$ cat config.mk
export PLATFORM = sky130hd
export DESIGN_NAME = lpc_io_dispatch
export DESIGN_NICKNAME = d
export VERILOG_FILES = /design/src/rtl/lpc_io_dispatch.sv
export SDC_FILE = /design/constraint.sdc
export NUM_CORES = 1
export LEC_CHECK = 0
export CAP_MARGIN = 40
export CORE_MARGIN = 2
export CORE_UTILIZATION = 40
export CTS_CLUSTER_SIZE = 40
export DETAILED_ROUTE_END_ITERATION = 10
export GPL_TIMING_DRIVEN = 0
export PLACE_DENSITY = 0.75
export SYNTH_ARGS = -nofsm -noshare
export SYNTH_HDL_FRONTEND = slang
export SYNTH_SLANG_ARGS = --single-unit
$ cat constraint.sdc
create_clock -name lclk -period 2.3 [get_ports lclk]
set_clock_uncertainty 0.05 [all_clocks]
set_input_delay 0.345 -clock lclk [delete_from_list [all_inputs] [get_ports lclk]]
set_output_delay 0.345 -clock lclk [all_outputs]
set_load 0.1 [all_outputs]
$ cat src/rtl/lpc_io_dispatch.sv
// LPC I/O backend dispatcher: decodes four address windows and runs one
// strobe/acknowledge handshake at a time with the selected target device.
module lpc_io_dispatch #(
    parameter logic [15:0] WIN0_BASE = 16'h0080,
    parameter logic [15:0] WIN0_MASK = 16'hFFFF,
    parameter logic [15:0] WIN1_BASE = 16'h03F8,
    parameter logic [15:0] WIN1_MASK = 16'hFFF8,
    parameter logic [15:0] WIN2_BASE = 16'h0000,
    parameter logic [15:0] WIN2_MASK = 16'hFFFF,
    parameter logic [15:0] WIN3_BASE = 16'h0000,
    parameter logic [15:0] WIN3_MASK = 16'hFFFF,
    parameter int unsigned TIMEOUT   = 16
) (
    input  logic        lclk,
    input  logic        lreset_n,
    input  logic [3:0]  win_en,
    input  logic        lpc_en,
    input  logic [15:0] lpc_addr,
    input  logic        lpc_io_rden,
    input  logic        lpc_io_wren,
    input  logic [7:0]  lpc_wdata,
    output logic        addr_hit,
    output logic [7:0]  lpc_rdata,
    output logic        lpc_ready,
    output logic [3:0]  dev_cs,
    output logic        dev_rd,
    output logic        dev_wr,
    output logic [2:0]  dev_offset,
    output logic [7:0]  dev_wdata,
    input  logic [31:0] dev_rdata,
    input  logic [3:0]  dev_ack,
    output logic        timeout_err
);

    typedef enum logic [1:0] {S_IDLE, S_STROBE, S_WAIT, S_DONE} state_t;

    localparam logic [7:0] CNT_LAST = 8'(TIMEOUT - 1);

    state_t      state_q;
    logic [3:0]  hit;
    logic [3:0]  sel_oh_d;
    logic [1:0]  sel_idx_d;
    logic [1:0]  idx_q;
    logic        is_rd_q;
    logic [7:0]  cnt_q;
    logic        ack_seen_q;
    logic [7:0]  cap_q;
    logic        ack_sel;
    logic [7:0]  byte_sel;

    logic [7:0]  lpc_rdata_q;
    logic        lpc_ready_q;
    logic [3:0]  dev_cs_q;
    logic        dev_rd_q;
    logic        dev_wr_q;
    logic [2:0]  dev_offset_q;
    logic [7:0]  dev_wdata_q;
    logic        timeout_err_q;

    always_comb begin
        hit[0] = win_en[0] & ((lpc_addr & WIN0_MASK) == (WIN0_BASE & WIN0_MASK));
        hit[1] = win_en[1] & ((lpc_addr & WIN1_MASK) == (WIN1_BASE & WIN1_MASK));
        hit[2] = win_en[2] & ((lpc_addr & WIN2_MASK) == (WIN2_BASE & WIN2_MASK));
        hit[3] = win_en[3] & ((lpc_addr & WIN3_MASK) == (WIN3_BASE & WIN3_MASK));
    end

    assign addr_hit = lpc_en & (|hit);

    // Overlapping windows resolve to the lowest index.
    always_comb begin
        sel_oh_d  = 4'b0000;
        sel_idx_d = 2'd0;
        if (hit[0]) begin
            sel_oh_d = 4'b0001; sel_idx_d = 2'd0;
        end else if (hit[1]) begin
            sel_oh_d = 4'b0010; sel_idx_d = 2'd1;
        end else if (hit[2]) begin
            sel_oh_d = 4'b0100; sel_idx_d = 2'd2;
        end else if (hit[3]) begin
            sel_oh_d = 4'b1000; sel_idx_d = 2'd3;
        end
    end

    always_comb begin
        byte_sel = 8'h00;
        case (idx_q)
            2'd0: byte_sel = dev_rdata[7:0];
            2'd1: byte_sel = dev_rdata[15:8];
            2'd2: byte_sel = dev_rdata[23:16];
            default: byte_sel = dev_rdata[31:24];
        endcase
    end

    assign ack_sel = |(dev_ack & dev_cs_q);

    always_ff @(posedge lclk) begin
        if (!lreset_n) begin
            state_q       <= S_IDLE;
            idx_q         <= 2'd0;
            is_rd_q       <= 1'b0;
            cnt_q         <= 8'd0;
            ack_seen_q    <= 1'b0;
            cap_q         <= 8'h00;
            lpc_rdata_q   <= 8'h00;
            lpc_ready_q   <= 1'b0;
            dev_cs_q      <= 4'h0;
            dev_rd_q      <= 1'b0;
            dev_wr_q      <= 1'b0;
            dev_offset_q  <= 3'd0;
            dev_wdata_q   <= 8'h00;
            timeout_err_q <= 1'b0;
        end else begin
            dev_rd_q    <= 1'b0;
            dev_wr_q    <= 1'b0;
            lpc_ready_q <= 1'b0;
            case (state_q)
                S_IDLE: begin
                    if (lpc_en && lpc_io_rden && lpc_io_wren) begin
                        timeout_err_q <= 1'b1;
                    end else if (addr_hit && (lpc_io_rden ^ lpc_io_wren)) begin
                        dev_cs_q     <= sel_oh_d;
                        idx_q        <= sel_idx_d;
                        dev_offset_q <= lpc_addr[2:0];
                        dev_wdata_q  <= lpc_wdata;
                        is_rd_q      <= lpc_io_rden;
                        dev_rd_q     <= lpc_io_rden;
                        dev_wr_q     <= lpc_io_wren;
                        state_q      <= S_STROBE;
                    end
                end
                S_STROBE: begin
                    if (!lpc_en) begin
                        dev_cs_q <= 4'h0;
                        state_q  <= S_IDLE;
                    end else begin
                        // A same-cycle ack is remembered and honoured in WAIT.
                        cnt_q      <= 8'd0;
                        ack_seen_q <= ack_sel;
                        cap_q      <= byte_sel;
                        state_q    <= S_WAIT;
                    end
                end
                S_WAIT: begin
                    if (!lpc_en) begin
                        dev_cs_q <= 4'h0;
                        state_q  <= S_IDLE;
                    end else if (ack_seen_q || ack_sel) begin
                        if (is_rd_q) lpc_rdata_q <= ack_seen_q ? cap_q : byte_sel;
                        lpc_ready_q <= 1'b1;
                        dev_cs_q    <= 4'h0;
                        state_q     <= S_DONE;
                    end else if (cnt_q == CNT_LAST) begin
                        if (is_rd_q) lpc_rdata_q <= 8'hFF;
                        timeout_err_q <= 1'b1;
                        lpc_ready_q   <= 1'b1;
                        dev_cs_q      <= 4'h0;
                        state_q       <= S_DONE;
                    end else begin
                        cnt_q <= cnt_q + 8'd1;
                    end
                end
                default: state_q <= S_IDLE;
            endcase
        end
    end

    assign lpc_rdata   = lpc_rdata_q;
    assign lpc_ready   = lpc_ready_q;
    assign dev_cs      = dev_cs_q;
    assign dev_rd      = dev_rd_q;
    assign dev_wr      = dev_wr_q;
    assign dev_offset  = dev_offset_q;
    assign dev_wdata   = dev_wdata_q;
    assign timeout_err = timeout_err_q;

endmodule
==> results of run 1 <==
==> worst max-delay path, delay by kind of cell <==
kind,cells,cell delay (ns)
AOI/OAI and AO/OA,1,0.12
and+or+nand+nor,2,0.86
buffers and inverters,3,0.52
==> registers in the layout, summed over array words and instances, names as in the netlist <==
signal and cells:
ack_seen_q 1, cap_q 8, cnt_q 8, dev_cs 4, dev_offset 3, dev_rd 1
dev_wdata 8, dev_wr 1, idx_q 2, is_rd_q 1, lpc_rdata 8, lpc_ready 1
state_q 2, timeout_err 1
==> timing repair <==
action / in CTS / in global routing
endpoints found under the setup margin: 18 / 12
gates cloned: 0 / 0
hold buffers: 0 / 0
gates resized for setup: 21 / 7
pin swaps: 5 / 8
setup buffers: 5 / 3
==> per-layer routing <==
layer	vias up	GRT usage	share of wire
li1	1381	-	-
met1	1309	0.2619	0.42
met2	98	0.3788	0.51
met3	13	0.04720	0.054
met4	0	0.05718	0.016
met5	-	0	0
==> power groups by stage <==
| stage | Sequential [mW] | Combinational (mW) | Clock, mW |
|---|---|---|---|
| after CTS | 0.849 | 0.217 | 0.526 |
| final | 0.849 | 0.218 | 0.522 |
| after global routing | 0.849 | 0.231 | 0.571 |
| after floorplan | 0.876 | 0.0567 | 0 |
| after detailed placement | 0.869 | 0.213 | 0 |
| after global placement | 0.869 | 0.202 | 0 |
==> how the worst max path moves through the flow <==
stage	start	end	slack (ns)	cells after the start
global route	lpc_addr[10]	addr_hit	-0.01	6
CTS	lpc_addr[4]	addr_hit	0.002	7
global placement	lpc_addr[10]	addr_hit	-1.46	7
floorplan	lpc_addr[10]	addr_hit	0.07	5
finish	lpc_addr[10]	addr_hit	0.04	6
detailed placement	lpc_addr[10]	addr_hit	-1.08	8
==> per-stage QoR <==
| step | worst slack, ns | hold slack (ns) | instances | power (mW) |
|---|---|---|---|---|
| after floorplan | 0.07218 | 0.3867 | 290 | 0.9326 |
| after detailed placement | -1.079 | 0.3985 | 491 | 1.082 |
| after global placement | -1.463 | 0.3922 | 462 | 1.071 |
| final | 0.04405 | 0.4127 | 505 | 1.589 |
| after global routing | -0.01271 | 0.4382 | 505 | 1.652 |
| after CTS | 0.001994 | 0.4117 | 503 | 1.591 |
==> kinds of logic after synthesis <==
logic type,count (synthesis),synth area share
xor gates and xnor gates,2,0.006794
DFF,49,0.3804
and+or+nand+nor,105,0.2198
muxes,20,0.1164
AOI/OAI and AO/OA,82,0.2086
buffers and inverters,27,0.04367
adders and majority gates,5,0.02426
==> synth_stat cells (all sizes together), types with 2 or more instances <==
| master | n |
|---|---|
| o21ai | 10 |
| o22a | 8 |
| or2 | 4 |
| and3 | 4 |
| ha | 5 |
| a21oi | 35 |
| nor4 | 5 |
| a22o | 2 |
| mux4 | 8 |
| nor3 | 5 |
| inv | 9 |
| nor2 | 18 |
| or3 | 3 |
| a2bb2oi | 2 |
| dfxtp | 49 |
| a31oi | 2 |
| buf | 5 |
| and2 | 3 |
| nand3 | 9 |
| clkbuf | 12 |
| or4 | 6 |
| mux2i | 12 |
| o31ai | 16 |
| nand2 | 27 |
| nand4 | 18 |
| a211oi | 2 |
==> cell type report <==
class                      count  area [sq um]  area share
inverter                      10         40.04    0.009281
tap                           77         96.34     0.02233
clock buffer                   5         68.82     0.01595
buffer                        16         70.07     0.01624
clock inverter                 3         22.52    0.005220
multi-input combinational    214          1549      0.3590
timing repair buffer         131          1481      0.3434
sequential                    49         985.9      0.2285
==> results.json, run 1 <==
{
  "drt-wirelength-per-cell_um": 15.13,
  "path_max_fanout": 4,
  "fin_util": 0.6873,
  "hold_viol": 0,
  "rr_endpoint": "cnt_q[7]",
  "area_growth_syn_to_layout_pct": 67.30,
  "hold_end": "cap_q[2]",
  "synthArstFlopShare": 0,
  "coreArea_sq_um": 6277,
  "nets": 501,
  "p_comb_frac": 0.137,
  "nFillCells": 485,
  "clk_pin_slew_worst_paths_ns": 0.10,
  "yosysTopAreaCell": "dfxtp_1",
  "crit_chain": "dlygate4sd2_1, or4_4, nor4_4, a2bb2oi_4, inv_4, buf_12",
  "ys_seq_area_frac": 0.3804,
  "dpl_cell_area_sq_um": 4116,
  "portBuffers": 95,
  "holdPathStages": 2,
  "syn-cell-area_sq_um": 2579,
  "outcome": "finished, final reports clean",
  "cts-htree-levels": 2,
  "die_width_um": 84.29,
  "p_sw_mw": 0.3949,
  "grt_max_degree": 17,
  "grtUsageTotal": 0.2139,
  "synth_area_per_cell_sq_um": 8.892,
  "tightest_slew_ns": 0.7329,
  "final_cell_mix": "clkdlybuf4s50_1 (85), dfxtp_1 (45), a21oi_1 (35)",
  "arrival_ns": 1.86,
  "drt-total-wl_mm": 7.640,
  "ys_warn_count": 0,
  "crit_path_start_kind": "primary input",
  "drive_gt1_frac": 0.1939,
  "initial_core_util": 0.4108,
  "r2r_cells": 7,
  "synth_enable_flop_cells": 0,
  "switching_share": 0.2485,
  "ys_ff_latch": 49,
  "cpMaxStageDelayCell": "or4_4",
  "p_per_area_nw_per_um2": 368.3,
  "final_common_cell": "clkdlybuf4s50_1",
  "max-slew-margin-rel": 0.5114,
  "max-vdd-ir-drop_mv": 0.2338,
  "endpoint_kind": "primary output",
  "r2r-start": "state_q[0]",
  "gp_congestion": 0.7953,
  "critPathKind": "primary input to primary output",
  "p_clk_frac": 0.329,
  "dr.first_iter.drc_count": 136,
  "grt_pass1_vias": 2690,
  "drc": 0,
  "seqPwrFrac": 0.534,
  "required_ns": 1.90,
  "synth_top_area_share": 0.3804,
  "synth_cell_types": 46,
  "overflow": 0,
  "cts_tree": "done",
  "dieHeight_um": 84.29,
  "rows": 29,
  "clock_path_buffers": 2,
  "yosys-top-cells-area": "dfxtp_1 (38%), mux4_2 (7.0%), a21oi_1 (6.8%)",
  "antenna-diode-count": 0,
  "dr_total_vias": 2801,
  "worst_skew_pair.late_latency_ns": 0.31,
  "numCtsBuffers": 5,
  "syn_nets": 364,
  "dp_hpwl_mm": 5.752,
  "hold_class": "flop to flop",
  "slew_viol_final": 0,
  "vias_per_cell": 5.547,
  "synthCells": 290,
  "max_stage_delay_ns": 0.54,
  "r2r_slack_ns": 0.10,
  "postRouteAntennaNets": 0,
  "fin_area_sq_um": 4314,
  "antenna_found_initial": 0,
  "fmax_mhz": 443.3,
  "cellInternalPower_mw": 1.194,
  "ys.flop_type": "dfxtp_1",
  "cts_root_buf": "clkbuf_8",
  "p_leak_nw": 1.568,
  "period_share": 0.9808,
  "cap_violations": 0,
  "setup_viol": 0,
  "min_period_ns": 2.256,
  "grt_pass1_wl_mm": 12.39,
  "fin_setup_tns_ns": 0,
  "clock_sinks": 49,
  "io_pins": 97,
  "dieArea_sq_um": 7105,
  "drt-pass1-iter-count": 4,
  "min_from": "cap_q[2]"
}
Note: power is estimated with default switching activity, not from simulation.
==> run 2: changes to the inputs <==
--- a/config.mk
+++ b/config.mk
@@ -11,7 +11,7 @@
 export CTS_CLUSTER_SIZE = 40
 export DETAILED_ROUTE_END_ITERATION = 10
 export GPL_TIMING_DRIVEN = 0
-export PLACE_DENSITY = 0.75
+export PLACE_DENSITY = 0.79
 export SYNTH_ARGS = -nofsm -noshare
 export SYNTH_HDL_FRONTEND = slang
 export SYNTH_SLANG_ARGS = --single-unit
==> results.json, run 2 (synthesis gave the netlist of run 1 again) <==
{
  "setup_viol": 0,
  "coreArea_sq_um": 6277,
  "max-slew-margin-rel": 0.5206,
  "cts_tree": "done",
  "seq_area_sq_um": 985.9,
  "postRouteAntennaNets": 0,
  "area_growth_syn_to_layout_pct": 68.32,
  "max-vdd-ir-drop_mv": 0.3217,
  "nFillCells": 468,
  "clock_path_buffers": 2,
  "p_comb_frac": 0.126,
  "io_pins": 97,
  "hold_class": "primary input to flop",
  "dpl_cell_area_sq_um": 4104,
  "dr_total_vias": 2875,
  "gp_congestion": 0.9182,
  "cellInternalPower_mw": 1.330,
  "final_common_cell": "clkdlybuf4s50_1",
  "portBuffers": 95,
  "fmax_mhz": 440.0,
  "fin_util": 0.6914,
  "final_cell_mix": "clkdlybuf4s50_1 (81), dfxtp_1 (45), a21oi_1 (35)",
  "antenna_found_initial": 0,
  "dieHeight_um": 84.29,
  "path_max_fanout": 2,
  "crit_path_start_kind": "primary input",
  "drt-total-wl_mm": 7.918,
  "required_ns": 1.90,
  "fin_area_sq_um": 4340,
  "grt_pass1_wl_mm": 12.93,
  "dr.first_iter.drc_count": 169,
  "crit_chain": "clkdlybuf4s50_1, nor3_1, nand4_1, a2bb2oi_4, inv_2, buf_6, buf_12",
  "drt-pass1-iter-count": 5,
  "multi_input_area_sq_um": 1551,
  "cts-htree-levels": 2,
  "drc": 0,
  "nets": 501,
  "grt_pass1_vias": 2908,
  "critical_path.top_delay_family": "buffers and inverters",
  "worst_skew_pair.late_latency_ns": 0.31,
  "drt-wirelength-per-cell_um": 15.68,
  "vias_per_cell": 5.693,
  "p_per_area_nw_per_um2": 397.0,
  "max_stage_delay_ns": 0.44,
  "cpMaxStageDelayCell": "clkdlybuf4s50_1",
  "p_leak_nw": 1.627,
  "slew_viol_final": 0,
  "power.total_mw": 1.723,
  "endpoint_kind": "primary output",
  "cap_violations": 0,
  "period_share": 0.9882,
  "p_sw_mw": 0.3932,
  "min_period_ns": 2.273,
  "numCtsBuffers": 5,
  "grtUsageTotal": 0.2199,
  "rows": 29,
  "arrival_ns": 1.88,
  "dpl_worst_slack_ns": -1.074,
  "overflow": 0,
  "dp_hpwl_mm": 5.898,
  "tightest_slew_ns": 0.7192,
  "setup_ws_ns": 0.02703,
  "clock_sinks": 49,
  "critPathKind": "primary input to primary output",
  "switching_share": 0.2282,
  "outcome": "finished, final reports clean",
  "cts_root_buf": "clkbuf_8",
  "hold_viol": 0,
  "fin_setup_tns_ns": 0,
  "grt_max_degree": 16,
  "initial_core_util": 0.4108,
  "die_width_um": 84.29,
  "critical_path_buf_inv_count": 4,
  "seqPwrFrac": 0.493,
  "clk_pin_slew_worst_paths_ns": 0.10,
  "antenna-diode-count": 0,
  "p_clk_frac": 0.381,
  "dieArea_sq_um": 7105,
  "drive_gt1_frac": 0.2033
}
==> run 2: cell types whose count changed in the layout (fill, tap and decap cells not counted), sizes merged <==
cell           previous run  this run
dlymetal6s2s              2         8
clkdlybuf4s50            85        81
clkbuf                   17        20
clkinv                    4         1
clkdlybuf4s15             3         1
dlygate4sd2               4         2
bufinv                    0         1
clkinvlp                  0         1
==> run 2: worst paths after layout <==
| path | from | endpoint | slack [ns] | cells after the start |
|---|---|---|---|---|
| max | lpc_addr[2] | addr_hit | 0.03 | 7 |
| min | lpc_addr[0] | dev_offset[0] | 0.32 | 3 |
| min reg2reg | cap_q[3] | cap_q[3] | 0.41 | 2 |
| max reg2reg | state_q[0] | cnt_q[5] | 0.11 | 7 |
==> run 2: metrics by stage <==
step	std cells	hold WS (ns)
final	505	0.3207
after global routing	505	0.3324
after CTS	503	0.3904
after detailed placement	491	0.3969
after global placement	462	0.3920
after floorplan	290	0.3867
==> run 2: what timing repair did <==
action | in CTS | in global routing
hold buffers | 0 | 0
gates cloned | 0 | 0
resized for setup | 15 | 18
setup buffers | 5 | 2
pin swaps | 5 | 9
setup endpoints to repair | 20 | 17
==> run 2: worst min-delay path: stages <==
cell and delay [ns]:
dlymetal6s2s_1 0.15, nand4_1 0.08, a21oi_1 0.06
==> run 2: layer usage <==
| metal | routed length (um) | GRT usage |
|---|---|---|
| met1 | 3189 | 0.2576 |
| met2 | 4063 | 0.4019 |
| met3 | 511 | 0.04621 |
| met4 | 154 | 0.06452 |
| met5 | 0 | 0 |
==> run 2: power by group through the flow <==
stage	Combinational [mW]	Sequential, mW	Clock [mW]
floorplan	0.0567	0.876	0
global placement	0.203	0.869	0
detailed placement	0.215	0.869	0
CTS	0.218	0.849	0.658
global route	0.232	0.849	0.698
finish	0.218	0.849	0.656
==> run 2: area by class of cell <==
| cell class | instances | area share |
|---|---|---|
| multi-input cells | 214 | 0.3575 |
| repair buffers | 130 | 0.3384 |
| flip-flops and latches | 49 | 0.2272 |
| well taps | 77 | 0.02220 |
| clock buffers | 6 | 0.01903 |
| plain buffers | 17 | 0.01845 |
| clock inverters | 2 | 0.008648 |
| inverters | 10 | 0.008648 |
==> RTL change, RTL diff (flow settings as in run 1) <==
Make the reset (`lreset_n`) asynchronous in one clocked block.
--- a/src/rtl/lpc_io_dispatch.sv
+++ b/src/rtl/lpc_io_dispatch.sv
@@ -93,7 +93,7 @@
 
     assign ack_sel = |(dev_ack & dev_cs_q);
 
-    always_ff @(posedge lclk) begin
+    always_ff @(posedge lclk or negedge lreset_n) begin
         if (!lreset_n) begin
             state_q       <= S_IDLE;
             idx_q         <= 2'd0;
Formal check against the unedited RTL: differs if lreset_n is asserted again (counterexample within 4 cycles, from zero or initial values and one cycle with lreset_n low); with lreset_n held inactive, the same outputs for 10 cycles.
==> RTL change against run 1 <==
- hold slack lost 0.12 ns
- critical path type is now reg -> reg
- largest power group unchanged
- power grew 0.13%
- critical endpoint is now dev_cs[0]
- register-to-register slack worse by 0.06 ns
- area after synthesis increased by 0.39%
- routed wire length is 11% lower
- setup slack worse by 0.0043 ns
- final area rose by 1.2%
- sequential cell count did not move
==> RTL change: results (changes against run 1) <==
Worst R2R Setup Slack -> 0.04 ns (was 0.10 ns)
nets -> 447 (was 501)
routability cong. -> 0.8316 (was 0.7953)
Post-synth ARST share -> 100.0% (was 0%)
Post-synth top flop -> dfrtp_1 (was dfxtp_1)
largest net degree at the start of global routing -> 38 (was 17)
Synth Area in Compound Gates -> 10.29% (was 20.86%)
Mean Syn Cell Area -> 11.40 µm² (was 8.892 µm²)
worst rel slew slack -> 64.33% (was 51.14%)
Max rail drop VDD -> 0.3293 mV (was 0.2338 mV)
final WL -> 6795 µm (was 7640 µm)
hold buffers post-CTS -> 1 (was 0)
Detailed Place HPWL -> 5306 µm (was 5752 µm)
hold path start -> lpc_addr[1] (was cap_q[2])
Worst Reg-to-Reg Cells -> 6 (was 7)
Hold Crit Class -> in -> reg (was reg -> reg)
number of setup buffers added after CTS -> 1 (was 5)
Max Fanout on Critical Path -> 5 (was 4)
wire length on met3 -> 307 µm (was 412 µm)
met2 usage -> 31.96% (was 37.88%)
Synth area leaders -> dfrtp_1 (47%), mux2_2 (11%), mux4_2 (7.0%) (was dfxtp_1 (38%), mux4_2 (7.0%), a21oi_1 (6.8%))
DP Cell Count -> 429 (was 491)
Worst EP arrival -> 2.40 ns (was 1.86 ns)
hold endpoint -> dev_offset[1] (was cap_q[2])
cts repair resizes -> 3 (was 21)
M1 WL -> 2915 µm (was 3222 µm)
Vias/cell -> 5.226 (was 5.547)
Avg WL per Cell -> 15.07 µm (was 15.13 µm)
combinational power share -> 11.5% (was 13.7%)
hold slack -> 0.2946 ns (was 0.4127 ns)
Post-Synth Adder-Cell Area -> 2.417% (was 2.426%)
initial detailed-routing violation count -> 91 (was 136)
sequential area share after synthesis -> 47.37% (was 38.04%)
Port Buf Inserts -> 96 (was 95)
M3 GR Usage -> 3.540% (was 4.720%)
count of different cell masters after synthesis -> 45 (was 46)
Critical R2R Capture -> dev_cs[0] (was cnt_q[7])
CP peak stage delay -> 0.58 ns (was 0.54 ns)
first-pass GRT wire length -> 10,980 µm (was 12,390 µm)
Synth Net Count -> 301 (was 364)
Clock power frac -> 34.2% (was 32.9%)
met1 Track Usage GR -> 24.86% (was 26.19%)
status -> complete, no violations (unchanged)
Place WS -> -0.5658 ns (was -1.079 ns)
mux share of post-synthesis cell area -> 18.27% (was 11.64%)
wire length on met2 -> 3451 µm (was 3879 µm)
RTL change: worst max path at each step:
| stage | start | to | slack [ns] | cells after the start |
|---|---|---|---|---|
| after floorplan | dev_cs[2] | cnt_q[7] | 0.02 | 6 |
| after global placement | lpc_addr[9] | addr_hit | -0.98 | 6 |
| after detailed placement | lpc_addr[9] | addr_hit | -0.57 | 7 |
| after CTS | lpc_addr[9] | addr_hit | -0.03 | 6 |
| after global routing | cnt_q[4] | dev_cs[0] | -0.03 | 6 |
| final | cnt_q[4] | dev_cs[0] | 0.04 | 6 |
RTL change: area by class of cell:
cell class | instances | area (µm²)
Timing Repair Buffer | 139 | 1526
Multi-Input combinational cell | 164 | 1351
Clock inverter | 2 | 13.76
Fill cell | 498 | 1946
Sequential cell | 49 | 1231
Buffer | 7 | 40.04
Tap cell | 77 | 96.34
Inverter | 7 | 26.28
Clock buffer | 6 | 82.58
